<file path="config.mk">
export PLATFORM = sky130hd
export DESIGN_NAME = airi5c_uart_tx
export DESIGN_NICKNAME = d
export VERILOG_FILES = /design/src/rtl/airi5c_uart_tx_pkg.sv /design/src/rtl/airi5c_uart_fifo.sv /design/src/rtl/airi5c_uart_tx.sv
export SDC_FILE = /design/constraint.sdc
export NUM_CORES = 1
export LEC_CHECK = 0
export BUFFER_PORTS_ARGS = -buffer_cell sky130_fd_sc_hd__buf_2
export CORE_MARGIN = 2
export CORE_UTILIZATION = 42
export DETAILED_ROUTE_END_ITERATION = 6
export SKIP_LAST_GASP = 1
export SLEW_MARGIN = 10
export SYNTH_ARGS = -nofsm -noshare
export SYNTH_HDL_FRONTEND = slang
export SYNTH_SLANG_ARGS = --single-unit
</file>
<file path="constraint.sdc">
create_clock -name clk -period 8.15 [get_ports clk]
set_clock_uncertainty 0.05 [all_clocks]
set_input_delay 1.2225 -clock clk [delete_from_list [all_inputs] [get_ports clk]]
set_output_delay 1.2225 -clock clk [all_outputs]
set_load 0.05 [all_outputs]
</file>
<file path="src/rtl/airi5c_uart_tx_pkg.sv">
// Shared UART field encodings, control-register layout and frame helper functions.
// Used by airi5c_uart_tx (optional break support: AIRI5C_UART_TX_BREAK_EN).
package airi5c_uart_tx_pkg;

  localparam logic [1:0] UART_PARITY_NONE  = 2'b00;
  localparam logic [1:0] UART_PARITY_EVEN  = 2'b01;
  localparam logic [1:0] UART_PARITY_ODD   = 2'b10;

  localparam logic [1:0] UART_STOP_1       = 2'b00;
  localparam logic [1:0] UART_STOP_1_5     = 2'b01;
  localparam logic [1:0] UART_STOP_2       = 2'b10;

  localparam logic       UART_FLOW_CTRL_ON = 1'b1;

  localparam int UART_DATA_WIDTH = 9;
  localparam int UART_CNT_WIDTH  = 25;

  // Same layout the receiver decodes, so one register serves both directions.
  typedef struct packed {
    logic [2:0]  data_bits;
    logic [1:0]  parity;
    logic [1:0]  stop_bits;
    logic        flow_ctrl;
    logic [23:0] baud_reg;
  } uart_ctrl_t;

  function automatic logic [3:0] frame_data_bits(input logic [2:0] data_bits);
    logic [3:0] n;
    if (data_bits > 3'd4) n = 4'd9;
    else                  n = {1'b0, data_bits} + 4'd5;
    return n;
  endfunction

  function automatic logic [24:0] stop_cycles(input logic [1:0]  stop_bits,
                                              input logic [23:0] baud);
    logic [24:0] b;
    logic [24:0] l;
    b = {1'b0, baud};
    case (stop_bits)
      UART_STOP_1_5: l = b + (b >> 1);
      UART_STOP_2:   l = b << 1;
      default:       l = b;
    endcase
    return l;
  endfunction

  function automatic logic parity_bit(input logic [1:0] parity,
                                      input logic [8:0] data,
                                      input logic [3:0] nbits);
    logic [8:0] mask;
    logic       p;
    mask = 9'h1FF >> (4'd9 - nbits);
    p    = ^(data & mask);
    return (parity == UART_PARITY_ODD) ? ~p : p;
  endfunction

endpackage

</file>
<file path="src/rtl/airi5c_uart_fifo.sv">
// First-word-fall-through FIFO used as the UART transmit buffer.
// Head word is valid whenever empty is low; clear flushes and wins over push.
module airi5c_uart_fifo #(
  parameter int ADDR_WIDTH = 5,
  parameter int DATA_WIDTH = 9
) (
  input  logic                  clk,
  input  logic                  n_reset,
  input  logic                  clear,
  input  logic                  push,
  input  logic [DATA_WIDTH-1:0] data_in,
  input  logic                  pop,
  output logic [DATA_WIDTH-1:0] data_out,
  output logic [ADDR_WIDTH:0]   size,
  output logic                  empty,
  output logic                  full,
  output logic                  overflow_error
);

  localparam int                  DEPTH      = 2 ** ADDR_WIDTH;
  localparam logic [ADDR_WIDTH:0] FULL_LEVEL = {1'b1, {ADDR_WIDTH{1'b0}}};

  logic [DATA_WIDTH-1:0] r_mem [DEPTH];
  logic [ADDR_WIDTH-1:0] r_wr_ptr;
  logic [ADDR_WIDTH-1:0] r_rd_ptr;
  logic [ADDR_WIDTH:0]   r_size;
  logic                  w_pop;
  logic                  w_push;

  assign empty    = (r_size == '0);
  assign full     = (r_size == FULL_LEVEL);
  assign size     = r_size;
  assign data_out = r_mem[r_rd_ptr];

  // A full FIFO still accepts a push when the same cycle frees a slot.
  assign w_pop          = pop && !empty;
  assign w_push         = push && !clear && (!full || w_pop);
  assign overflow_error = push && full && !w_pop;

  always_ff @(posedge clk) begin
    if (!n_reset || clear) begin
      r_wr_ptr <= '0;
      r_rd_ptr <= '0;
      r_size   <= '0;
    end else begin
      if (w_push) r_wr_ptr <= r_wr_ptr + 1'b1;
      if (w_pop)  r_rd_ptr <= r_rd_ptr + 1'b1;
      case ({w_push, w_pop})
        2'b10:   r_size <= r_size + 1'b1;
        2'b01:   r_size <= r_size - 1'b1;
        default: r_size <= r_size;
      endcase
    end
  end

  always_ff @(posedge clk) begin
    if (w_push) r_mem[r_wr_ptr] <= data_in;
  end

endmodule

</file>
<file path="src/rtl/airi5c_uart_tx.sv">
// UART transmitter: FIFO-buffered words serialised as start/data/parity/stop frames.
// Define AIRI5C_UART_TX_BREAK_EN to add the send_break input (line held low in IDLE).
module airi5c_uart_tx
  import airi5c_uart_tx_pkg::*;
#(
  parameter int STACK_ADDR_WIDTH = 5
) (
  input  logic                      clk,
  input  logic                      n_reset,
  input  logic                      clear,
  output logic                      tx,
  input  logic                      cts,
  input  logic [31:0]               ctrl_reg,
  input  logic                      push,
  input  logic [8:0]                data_in,
  output logic [STACK_ADDR_WIDTH:0] size,
  output logic                      empty,
  output logic                      full,
  output logic                      busy,
  output logic                      overflow_error
`ifdef AIRI5C_UART_TX_BREAK_EN
  ,
  input  logic                      send_break
`endif
);

  typedef enum logic [4:0] {
    S_IDLE   = 5'b00001,
    S_START  = 5'b00010,
    S_DATA   = 5'b00100,
    S_PARITY = 5'b01000,
    S_STOP   = 5'b10000
  } state_t;

  uart_ctrl_t  w_ctrl;
  logic [8:0]  w_fifo_data;
  logic        w_empty;
  logic        w_start;
  logic        w_break;
  logic        w_bit_end;

  state_t      r_state;
  logic        r_tx;
  logic        r_busy;
  logic [8:0]  r_shift;
  logic [24:0] r_cnt;
  logic [3:0]  r_bit_idx;
  logic [3:0]  r_nbits;
  logic        r_par_en;
  logic        r_par_bit;
  logic [24:0] r_baud_last;
  logic [24:0] r_stop_last;

  assign w_ctrl = uart_ctrl_t'(ctrl_reg);

`ifdef AIRI5C_UART_TX_BREAK_EN
  assign w_break = send_break;
`else
  assign w_break = 1'b0;
`endif

  assign w_start = (r_state == S_IDLE) && !w_empty && !w_break &&
                   !((w_ctrl.flow_ctrl == UART_FLOW_CTRL_ON) && cts);

  assign w_bit_end = (r_cnt == r_baud_last);

  airi5c_uart_fifo #(
    .ADDR_WIDTH (STACK_ADDR_WIDTH),
    .DATA_WIDTH (UART_DATA_WIDTH)
  ) u_fifo (
    .clk            (clk),
    .n_reset        (n_reset),
    .clear          (clear),
    .push           (push),
    .data_in        (data_in),
    .pop            (w_start),
    .data_out       (w_fifo_data),
    .size           (size),
    .empty          (w_empty),
    .full           (full),
    .overflow_error (overflow_error)
  );

  assign empty = w_empty;
  assign tx    = r_tx;
  assign busy  = r_busy;

  always_ff @(posedge clk) begin
    if (!n_reset) begin
      r_state     <= S_IDLE;
      r_tx        <= 1'b1;
      r_busy      <= 1'b0;
      r_shift     <= '0;
      r_cnt       <= '0;
      r_bit_idx   <= '0;
      r_nbits     <= 4'd8;
      r_par_en    <= 1'b0;
      r_par_bit   <= 1'b0;
      r_baud_last <= '0;
      r_stop_last <= '0;
    end else begin
      case (r_state)
        S_IDLE: begin
          r_cnt     <= '0;
          r_bit_idx <= '0;
          if (w_start) begin
            // Whole frame format is frozen here; later ctrl_reg writes wait a frame.
            r_state     <= S_START;
            r_tx        <= 1'b0;
            r_busy      <= 1'b1;
            r_shift     <= w_fifo_data;
            r_nbits     <= frame_data_bits(w_ctrl.data_bits);
            r_par_en    <= (w_ctrl.parity != UART_PARITY_NONE);
            r_par_bit   <= parity_bit(w_ctrl.parity, w_fifo_data,
                                      frame_data_bits(w_ctrl.data_bits));
            r_baud_last <= {1'b0, w_ctrl.baud_reg} - 25'd1;
            r_stop_last <= stop_cycles(w_ctrl.stop_bits, w_ctrl.baud_reg) - 25'd2;
          end else begin
            r_tx <= !w_break;
          end
        end

        S_START: begin
          if (w_bit_end) begin
            r_cnt   <= '0;
            r_state <= S_DATA;
            r_tx    <= r_shift[0];
          end else begin
            r_cnt <= r_cnt + 25'd1;
          end
        end

        S_DATA: begin
          if (w_bit_end) begin
            r_cnt <= '0;
            if (r_bit_idx == r_nbits - 4'd1) begin
              if (r_par_en) begin
                r_state <= S_PARITY;
                r_tx    <= r_par_bit;
              end else begin
                r_state <= S_STOP;
                r_tx    <= 1'b1;
              end
            end else begin
              r_shift   <= r_shift >> 1;
              r_tx      <= r_shift[1];
              r_bit_idx <= r_bit_idx + 4'd1;
            end
          end else begin
            r_cnt <= r_cnt + 25'd1;
          end
        end

        S_PARITY: begin
          if (w_bit_end) begin
            r_cnt   <= '0;
            r_state <= S_STOP;
            r_tx    <= 1'b1;
          end else begin
            r_cnt <= r_cnt + 25'd1;
          end
        end

        S_STOP: begin
          // One cycle short: the following IDLE cycle is the last stop cycle.
          if (r_cnt == r_stop_last) begin
            r_cnt   <= '0;
            r_state <= S_IDLE;
            r_busy  <= 1'b0;
            r_tx    <= 1'b1;
          end else begin
            r_cnt <= r_cnt + 25'd1;
          end
        end

        default: begin
          r_state <= S_IDLE;
          r_tx    <= 1'b1;
          r_busy  <= 1'b0;
          r_cnt   <= '0;
        end
      endcase
    end
  end

endmodule

</file>
==> results of run 1 <==
cell families (layout without fill, tap and decap cells):
group           Yosys count  after routing  share of synthesized area (%)
compound gates          284            284                           9.57
xor+xnor                141            141                           6.19
fa+ha+maj                71             71                           4.53
buf+inv                 134            200                           2.62
flops                   410            410                           55.6
mux                     107            107                           9.29
simple gates            513            513                           12.2
final cells by class:
type	instances	share of cell area [%]
clock inverter	22	1.18
multi-input combinational	1116	37.5
sequential	410	50.0
tap	607	3.42
inverter	58	0.981
timing repair buffer	64	1.53
clock buffer	56	5.35
power groups by stage:
| stage | Combinational, mW | Clock (mW) | Sequential (mW) |
|---|---|---|---|
| 2_1_floorplan | 0.403 | 0 | 2.35 |
| 3_3_place_gp | 0.576 | 0 | 2.36 |
| 3_5_place_dp | 0.583 | 0 | 2.36 |
| 4_1_cts | 0.586 | 2.06 | 2.32 |
| 5_1_grt | 0.650 | 2.14 | 2.32 |
| 6_report | 0.585 | 2.02 | 2.32 |
per-stage QoR:
step                std cells  area, um^2  total power [mW]  util (%)
floorplan                1660       19900              2.76         -
global placement         2255       20700              2.93      44.4
detailed placement       2255       20700              2.94      44.4
CTS                      2333       22200              4.96      47.5
global route             2333       22200              5.11      47.5
finish                   2333       22200              4.92      47.5
how the worst max path moves through the flow:
stage                     slack [ns]  cells after the start                           end          from
final                           2.95                     15  r_stop_last[24]$_SDFFE_PN0P_  ctrl_reg[25]
after global routing            2.66                     15  r_stop_last[24]$_SDFFE_PN0P_  ctrl_reg[25]
after CTS                       3.06                     15  r_stop_last[24]$_SDFFE_PN0P_  ctrl_reg[25]
after detailed placement        2.45                     15  r_stop_last[24]$_SDFFE_PN0P_  ctrl_reg[25]
after global placement          2.57                     15  r_stop_last[24]$_SDFFE_PN0P_  ctrl_reg[25]
after floorplan                 3.29                     14  r_stop_last[17]$_SDFFE_PN0P_   ctrl_reg[0]
state kept, by name, summed over array words and instances, names as in the netlist, named ones only:
name / cells
r_stop_last: 25
busy: 1
r_bit_idx: 4
u_fifo.r_mem: 288
tx: 1
r_par_en: 1
r_shift: 9
u_fifo.size: 6
u_fifo.r_rd_ptr: 5
r_cnt: 25
r_par_bit: 1
r_baud_last: 25
r_state: 5
u_fifo.r_wr_ptr: 5
r_nbits: 4
per-layer routing:
layer  global-route usage [%]  routed length (um)
met5                        0                  13
met3                     4.47                3490
met2                     31.2               22400
met1                     29.2               22800
met4                     6.41                1250
cell usage in the layout, fill, tap and decap left out, types with 7 or more instances in the layout:
cell type,netlist,routed
a211oi_1,33,33
a21o_1,12,12
nand2_1,128,128
o211ai_1,9,9
o221ai_1,7,7
a21oi_1,78,78
or4_1,7,7
ha_1,69,69
buf_2,10,56
clkinv_1,0,8
nor4_1,9,9
nor2b_1,8,7
nand3_1,42,42
buf_4,0,8
clkbuf_1,58,9
nor2_1,184,184
nor3_1,30,30
clkbuf_16,0,45
and3_1,25,25
xnor2_1,77,77
a32oi_1,7,7
nand4_1,23,23
mux2i_1,40,40
edfxtp_1,288,288
a31oi_1,17,17
o21a_1,9,9
mux4_2,62,62
or3_1,10,10
nand2b_1,13,13
xor2_1,64,64
dfxtp_1,122,120
o21ai_0,44,44
inv_1,57,56
critical path, delay by kind of cell:
kind,cells,cell delay (ns)
fa+ha+maj,1,0.27
simple gates,8,2.92
buf+inv,4,0.85
compound gates,2,0.35
==> results.sh, run 1 <==
export IMPL_syn_area_per_cell_um2=12.0
export IMPL_drv_cap=0
export IMPL_rsz0062_at_grt="no"
export IMPL_place_ws_ns=2.45
export IMPL_p_sw_mw=1.27
export IMPL_p_clk_share_pct=41.1
export IMPL_cp_required_ns=8.58
export IMPL_initial_utilization_pct=42.6
export IMPL_intPower_mw=3.66
export IMPL_cp_end_kind="register"
export IMPL_synth_seq_cells=410
export IMPL_fmax_ghz=0.192
export IMPL_setup_viol=0
export IMPL_dpl_hpwl_um=33700
export IMPL_rrSetupSlack_ns=3.91
export IMPL_core_area_um2=46800
export IMPL_hold_viol=0
export IMPL_drtAntennaViolNets=0
export IMPL_areaGrowthSynthToFinish_pct=11.3
export IMPL_cts_setup_buffers=0
export IMPL_synth_edf_count=288
export IMPL_worst_slew_pin_slew_ns=1.12
export IMPL_vias=13264
export IMPL_min_period_ns=5.20
export IMPL_wl_per_cell_um=21.4
export IMPL_gr_usage_all_layers_pct=20.5
export IMPL_post_route_period_util_pct=63.8
export IMPL_whs_path_depth=2
export IMPL_vias_per_cell=5.69
export IMPL_netlist_top_cells_count="edfxtp_1, nor2_1, nand2_1, dfxtp_1, a21oi_1"
export IMPL_max_stage_delay_ns=0.62
export IMPL_drv_slew=0
export IMPL_reg2reg_depth=7
export IMPL_drt_iter0_markers=1295
export IMPL_p_leak_nw=7.77
export IMPL_r2r_end="u_fifo.r_mem[18][0]$_DFFE_PP_"
export IMPL_peakVddDrop_uv=191
export IMPL_ys_async_sr_fraction_pct=0
export IMPL_clockBufferDepth=3
export IMPL_final_setup_tns_ns=0
export IMPL_ios=57
export IMPL_p_sw_share_pct=25.8
export IMPL_clk_pin_slew_ns=0.06
export IMPL_yosysSeqAreaShare_pct=55.6
export IMPL_final_setup_worst_slack_ns=2.95
export IMPL_cts_sinks=410
export IMPL_status="finished, final reports clean"
export IMPL_p_per_area_nw_per_um2=222
export IMPL_arrival_ns=5.63
export IMPL_slew_headroom_pct=25.2
export IMPL_crit_fanout=39
export IMPL_layout_nets=1812
export IMPL_r2r_start="r_state[2]$_SDFFE_PN0P_"
export IMPL_hold_buffers=0
export IMPL_grt_first_pass_wirelength_um=77500
export IMPL_drive_above_1_share_pct=13.0
export IMPL_die_x_um=222
export IMPL_synthCells=1660
export IMPL_dieArea_um2=49200
export IMPL_crit_slowest_cell="or4b_4"
export IMPL_syn_num_nets=1777
export IMPL_first_pass_iters=5
export IMPL_worst_hold_slack_ns=0.410
export IMPL_yosysMostFrequentCell="edfxtp_1"
export IMPL_seqCellArea_um2=11100
export IMPL_synth_distinct_cells=79
export IMPL_synth_top_cell_by_area="edfxtp_1"
export IMPL_synthFlopType="edfxtp_1"
export IMPL_worstSetupPathType="in2reg"
export IMPL_cts_repair_resized=0
export IMPL_diodes=0
export IMPL_grt_overflow_total=0
export IMPL_h_tree_depth=2
export IMPL_port_buffers=56
export IMPL_grt_max_degree=73
export IMPL_fillCellCount=4187
export IMPL_path_cells="buf_2 > inv_1 > ha_1 > buf_4 > inv_1 > nand2_1 > nor3b_1 > o21ai_0 > nand4_1 > or4b_4 > nor4_4 > nor3b_4 > nand4_1 > or4_1 > a41o_1"
export IMPL_yosys_warnings=0
export IMPL_row_count=79
export IMPL_grt_pass1_vias=13010
export IMPL_holdCritPathClass="reg2reg"
export IMPL_cts_tree="built"
export IMPL_yosysTopAreaCellShare_pct=43.4
export IMPL_place_gp_congestion=0.871
export IMPL_min_from="r_shift[3]$_SDFFE_PN0P_"
export IMPL_cts_buffers_inserted=45
export IMPL_multi_input_area_um2=8330
export IMPL_pwr_share_seq_pct=47.0
export IMPL_synthesis_area_um2=19900
export IMPL_dieHeight_um=222
export IMPL_wirelength_um=49900
export IMPL_ctsRootBufferMaster="clkbuf_16"
export IMPL_whs_endpoint="r_shift[3]$_SDFFE_PN0P_"
export IMPL_worstSkewPairLatency_ns=0.60
export IMPL_drc=0
export IMPL_antenna_found_initial=1
export IMPL_comb_power_share_pct=11.9
export IMPL_crit_path_start_kind="input port"
export IMPL_netlist_top_cells_area="edfxtp_1, dfxtp_1, mux4_2"
Power figures use the tool's default switching activity.
==> run 2, diff against run 1 <==
clock period = 4.65 ns   (was 8.15 ns; I/O delays follow)
==> run 2 against run 1 <==
  * First-iteration DRC count decreased by 14%
  * Power increased by 78%
  * Worst setup slack got worse by 2.4 ns
  * Cell area increased by 3.2%
  * Flip-flop and latch count unchanged
  * Critical path type unchanged
  * Worst hold slack got worse by 0.048 ns
  * Non-clock buffer count increased by 87
==> results.sh, run 2 (synthesized netlist as in run 1, its figures left out) <==
export IMPL_final_setup_tns_ns=0
export IMPL_whs_path_depth=2
export IMPL_gr_usage_all_layers_pct=20.5
export IMPL_grt_max_degree=57
export IMPL_crit_slowest_cell="or4b_4"
export IMPL_crit_path_frequent_cell="nand3_1"
export IMPL_worstSetupPathType="in2reg"
export IMPL_p_clk_share_pct=41.3
export IMPL_wirelength_um=50800
export IMPL_critPathTopFamily="simple AND/OR/NAND/NOR gates"
export IMPL_layout_common_cells="edfxtp_1, nor2_1, nand2_1, dfxtp_1, buf_4"
export IMPL_reg2reg_depth=12
export IMPL_grt_first_pass_wirelength_um=77900
export IMPL_clockBufferDepth=3
export IMPL_layout_nets=1898
export IMPL_path_cells="buf_2 > ha_1 > inv_1 > fa_1 > nor2b_1 > o2111ai_2 > a21oi_1 > mux2i_1 > nand3_1 > or4b_4 > or4_4 > nor4_1 > buf_4 > nand4_1 > or4_1 > nand3_1"
export IMPL_min_period_ns=4.07
export IMPL_diodes=0
export IMPL_hold_viol=0
export IMPL_ctsRootBufferMaster="clkbuf_16"
export IMPL_cts_repair_resized=0
export IMPL_clk_pin_slew_ns=0.06
export IMPL_hold_buffers=0
export IMPL_fmax_ghz=0.246
export IMPL_p_total_mw=8.75
export IMPL_worst_hold_slack_ns=0.361
export IMPL_crit_path_start_kind="input port"
export IMPL_holdCritPathClass="in2reg"
export IMPL_dieHeight_um=222
export IMPL_first_pass_iters=5
export IMPL_worst_slew_pin_slew_ns=0.945
export IMPL_row_count=79
export IMPL_grt_pass1_vias=13102
export IMPL_cp_required_ns=5.11
export IMPL_grt_overflow_total=0
export IMPL_max_stage_delay_ns=0.57
export IMPL_cts_setup_buffers=0
export IMPL_cp_end_kind="register"
export IMPL_cts_sinks=410
export IMPL_vias=13651
export IMPL_areaGrowthSynthToFinish_pct=14.9
export IMPL_antenna_found_initial=0
export IMPL_worstSkewPairLatency_ns=0.57
export IMPL_regMostFlops="u_fifo.r_mem"
export IMPL_dp_cells=2342
export IMPL_place_gp_congestion=0.884
export IMPL_fin_cells=2424
export IMPL_largest_register_ffs=288
export IMPL_p_sw_mw=2.20
export IMPL_dieArea_um2=49200
export IMPL_status="finished, final reports clean"
export IMPL_ios=57
export IMPL_port_buffers=56
export IMPL_comb_power_share_pct=12.4
export IMPL_intPower_mw=6.55
export IMPL_core_area_um2=46800
export IMPL_cts_buffers_inserted=44
export IMPL_p_leak_nw=8.24
export IMPL_final_common_cell="edfxtp_1"
export IMPL_setup_viol=0
export IMPL_drive_above_1_share_pct=17.5
export IMPL_worst_path_stages=16
export IMPL_wl_per_cell_um=20.9
export IMPL_arrival_ns=4.53
export IMPL_post_route_period_util_pct=87.5
export IMPL_crit_fanout=5
export IMPL_initial_utilization_pct=42.6
export IMPL_slew_headroom_pct=36.8
export IMPL_pwr_share_seq_pct=46.4
export IMPL_drv_cap=0
export IMPL_h_tree_depth=2
export IMPL_p_per_area_nw_per_um2=382
export IMPL_fillCellCount=4131
export IMPL_dpl_hpwl_um=35800
export IMPL_drv_slew=0
export IMPL_cts_tree="built"
export IMPL_drt_iter0_markers=1111
export IMPL_p_sw_share_pct=25.1
export IMPL_drtAntennaViolNets=0
export IMPL_rsz0062_at_grt="no"
export IMPL_peakVddDrop_uv=341
export IMPL_drc=0
export IMPL_vias_per_cell=5.63
export IMPL_cp_buffers_inverters=3
export IMPL_fin_util_pct=49.0
export IMPL_die_x_um=222
-- run 2: cell types whose count changed in the layout (fill, tap and decap cells not counted), sizes merged --
cell / previous run / this run
inv: 61 / 62
clkinv: 14 / 15
buf: 64 / 151
bufinv: 4 / 6
clkbuf: 56 / 54
clkinvlp: 1 / 3
-- run 2: worst reg2reg max path: stages (launching register included) --
cell and delay [ns]:
dfxtp_4 0.81, buf_12 0.27, mux4_2 0.58, o22ai_1 0.43, nor3_1 0.14, o221ai_1 0.21
xor2_1 0.20, xnor2_1 0.11, a31oi_1 0.18, o31ai_1 0.10, xnor2_1 0.14, or3_1 0.35
a31oi_1 0.15
-- run 2: metal layers --
metal  wire, um  share of wire (%)  global-route usage (%)  vias up
li1           -                  -                       -     6399
met1      23200                 46                    29.2     6755
met2      23300                 46                    32.8      421
met3       3240                6.4                    3.21       76
met4       1050                2.1                    5.49        0
met5          0                  0                       0        -
-- run 2: area by class of cell --
type / instances / area [um^2] / area share [%]
Clock inverter: 28 / 310 / 1.35
Clock buffer: 54 / 1180 / 5.15
Timing Repair Buffer: 151 / 1020 / 4.44
Multi-Input combinational cell: 1116 / 8330 / 36.4
Tap cell: 607 / 759 / 3.31
Sequential cell: 410 / 11100 / 48.4
Inverter: 58 / 218 / 0.950
-- run 2: path summary, 6_finish.rpt --
kind                                  endpoint               startpoint  slack, ns
setup reg to reg        r_par_bit$_SDFFE_PN0P_                 register       0.86
hold reg to reg        r_shift[3]$_SDFFE_PN0P_  r_shift[3]$_SDFFE_PN0P_       0.41
setup / recovery  r_stop_last[23]$_SDFFE_PN0P_              ctrl_reg[1]       0.58
hold / removal         r_nbits[0]$_SDFFE_PN0P_             ctrl_reg[29]       0.36
-- run 2: power by group through the flow --
stage          logic [mW]  registers (mW)  clock network (mW)
2_1_floorplan       0.707            4.13                   0
3_5_place_dp         1.07            4.14                   0
3_3_place_gp         1.06            4.14                   0
5_1_grt              1.19            4.07                3.81
4_1_cts              1.08            4.06                3.69
6_report             1.08            4.06                3.61
-- run 2: per-stage QoR --
step	cell area (um^2)	worst slack (ns)
2_1_floorplan	19900	0.318
3_3_place_gp	21400	0.0565
5_1_grt	22900	0.322
3_5_place_dp	21400	0.0217
6_report	22900	0.579
4_1_cts	22900	0.623
==> run 3, diff against run 2 <==
CORE_ASPECT_RATIO = 1.2   (was unset)
MAX_ROUTING_LAYER = met4   (was unset)
SKIP_LAST_GASP = unset   (was 1)
==> run 3 against run 2 <==
  * The run now ends with design-rule violations left
  * Highest routed layer unchanged
  * Critical path type unchanged
  * Final cell count down 1.6%
  * Cell area down 2.3%
  * Non-clock buffer count down 48
==> results.sh, run 3 (synthesized netlist as in run 1, its figures left out) <==
export IMPL_cp_end_kind="register"
export IMPL_h_tree_depth=2
export IMPL_final_setup_tns_ns=0
export IMPL_p_per_area_nw_per_um2=373
export IMPL_layout_common_cells="edfxtp_1, nor2_1, nand2_1, dfxtp_1, a21oi_1"
export IMPL_violations="design-rule violations"
export IMPL_seqCellArea_um2=11100
export IMPL_holdCritPathClass="in2reg"
export IMPL_wirelength_um=49700
export IMPL_layout_nets=1847
export IMPL_row_count=87
export IMPL_setup_viol=0
export IMPL_vias_per_cell=5.56
export IMPL_status="finished, violations left"
export IMPL_multi_input_area_um2=8330
export IMPL_largest_register_ffs=288
export IMPL_grt_overflow_total=0
export IMPL_post_route_period_util_pct=87.9
export IMPL_fmax_ghz=0.245
export IMPL_fin_util_pct=47.7
export IMPL_cts_setup_buffers=0
export IMPL_wl_per_cell_um=20.8
export IMPL_peakVddDrop_uv=272
export IMPL_diodes=0
export IMPL_cp_required_ns=5.09
export IMPL_ctsRootBufferMaster="clkbuf_16"
export IMPL_clockBufferDepth=3
export IMPL_drv_slew=0
export IMPL_drive_above_1_share_pct=14.5
export IMPL_areaGrowthSynthToFinish_pct=12.2
export IMPL_hold_viol=0
export IMPL_vias=13265
export IMPL_dieArea_um2=49200
export IMPL_p_leak_nw=7.90
export IMPL_slew_headroom_pct=34.7
export IMPL_first_pass_iters=7
export IMPL_fillCellCount=4241
export IMPL_grt_first_pass_wirelength_um=77600
export IMPL_cts_repair_resized=0
export IMPL_dieHeight_um=243
export IMPL_port_buffers=56
export IMPL_grt_max_degree=85
export IMPL_rrSetupSlack_ns=0.81
export IMPL_place_gp_congestion=0.869
export IMPL_cts_tree="built"
export IMPL_crit_path_start_kind="input port"
export IMPL_drv_cap=0
export IMPL_ios=57
export IMPL_final_common_cell="edfxtp_1"
export IMPL_regMostFlops="u_fifo.r_mem"
export IMPL_worst_slew_pin_slew_ns=0.976
export IMPL_hold_buffers=0
export IMPL_worstSetupPathType="in2reg"
export IMPL_cts_buffers_inserted=41
export IMPL_worstSkewPairLatency_ns=0.55
export IMPL_drtAntennaViolNets=0
export IMPL_antenna_found_initial=0
export IMPL_drc=2
export IMPL_dpl_hpwl_um=34800
export IMPL_min_period_ns=4.09
export IMPL_drt_iter0_markers=1027
export IMPL_core_area_um2=46900
export IMPL_crit_fanout=5
export IMPL_grt_pass1_vias=13112
export IMPL_cts_sinks=410
export IMPL_die_x_um=203
export IMPL_arrival_ns=4.53
export IMPL_gr_usage_all_layers_pct=21.0
export IMPL_clk_pin_slew_ns=0.06
export IMPL_initial_utilization_pct=42.5
export IMPL_rsz0062_at_grt="no"
run 3: changes by cell type in the layout (fill, tap and decap cells not counted), sizes merged:
cell,delta
clkinvlp,-2
buf,-48
bufinv,-3
inv,-4
clkbuf,+3
run 3: final timing paths:
check                                from                            end  cells after the start
setup reg to reg  r_state[2]$_SDFFE_PN0P_  u_fifo.r_mem[15][8]$_DFFE_PP_                      7
setup / recovery              ctrl_reg[1]   r_stop_last[23]$_SDFFE_PN0P_                     15
hold / removal               ctrl_reg[27]          r_par_en$_SDFFE_PN0P_                      3
hold reg to reg   r_shift[3]$_SDFFE_PN0P_        r_shift[3]$_SDFFE_PN0P_                      2
run 3: metrics by stage:
step	power [mW]	worst slack [ns]	instances	hold WS, ns	instance area [um^2]
after floorplan	4.83	0.318	1660	0.382	19900
after global placement	5.18	0.0590	2310	0.396	21100
after detailed placement	5.19	0.0367	2310	0.407	21100
after CTS	8.41	0.596	2386	0.381	22400
after global routing	8.68	0.328	2386	0.409	22400
final	8.35	0.562	2386	0.408	22400
run 3: final cells by class:
cell class | count | area share (%)
multi-input combinational | 1116 | 37.2
clock inverter | 19 | 0.844
timing repair buffer | 103 | 2.88
tap | 623 | 3.48
inverter | 58 | 0.973
sequential | 410 | 49.6
clock buffer | 57 | 4.99
run 3: where the power goes:
group | switching, mW | internal (mW)
combinational | 0.656 | 0.403
clock | 1.37 | 1.86
sequential | 0.0735 | 3.98
run 3: critical path, stage by stage:
cell	delay [ns]
buf_2	0.13
ha_1	0.18
inv_1	0.06
fa_1	0.39
nor2b_1	0.20
o2111ai_2	0.21
a21oi_1	0.21
mux2i_1	0.19
nand3_1	0.12
or4b_4	0.57
or4_4	0.46
nor4_1	0.32
nand4_1	0.18
or4_1	0.53
nand3_1	0.09
run 3: metal layers:
| layer | wire (um) | part of all wire (%) | global-route usage (%) | vias up |
|---|---|---|---|---|
| met5 | 0 | 0 | - | - |
| met4 | 1000 | 2.0 | 5.09 | 0 |
| met3 | 2190 | 4.4 | 2.32 | 71 |
| met2 | 24600 | 49 | 34.8 | 344 |
| met1 | 21900 | 44 | 27.6 | 6543 |
| li1 | - | - | - | 6307 |
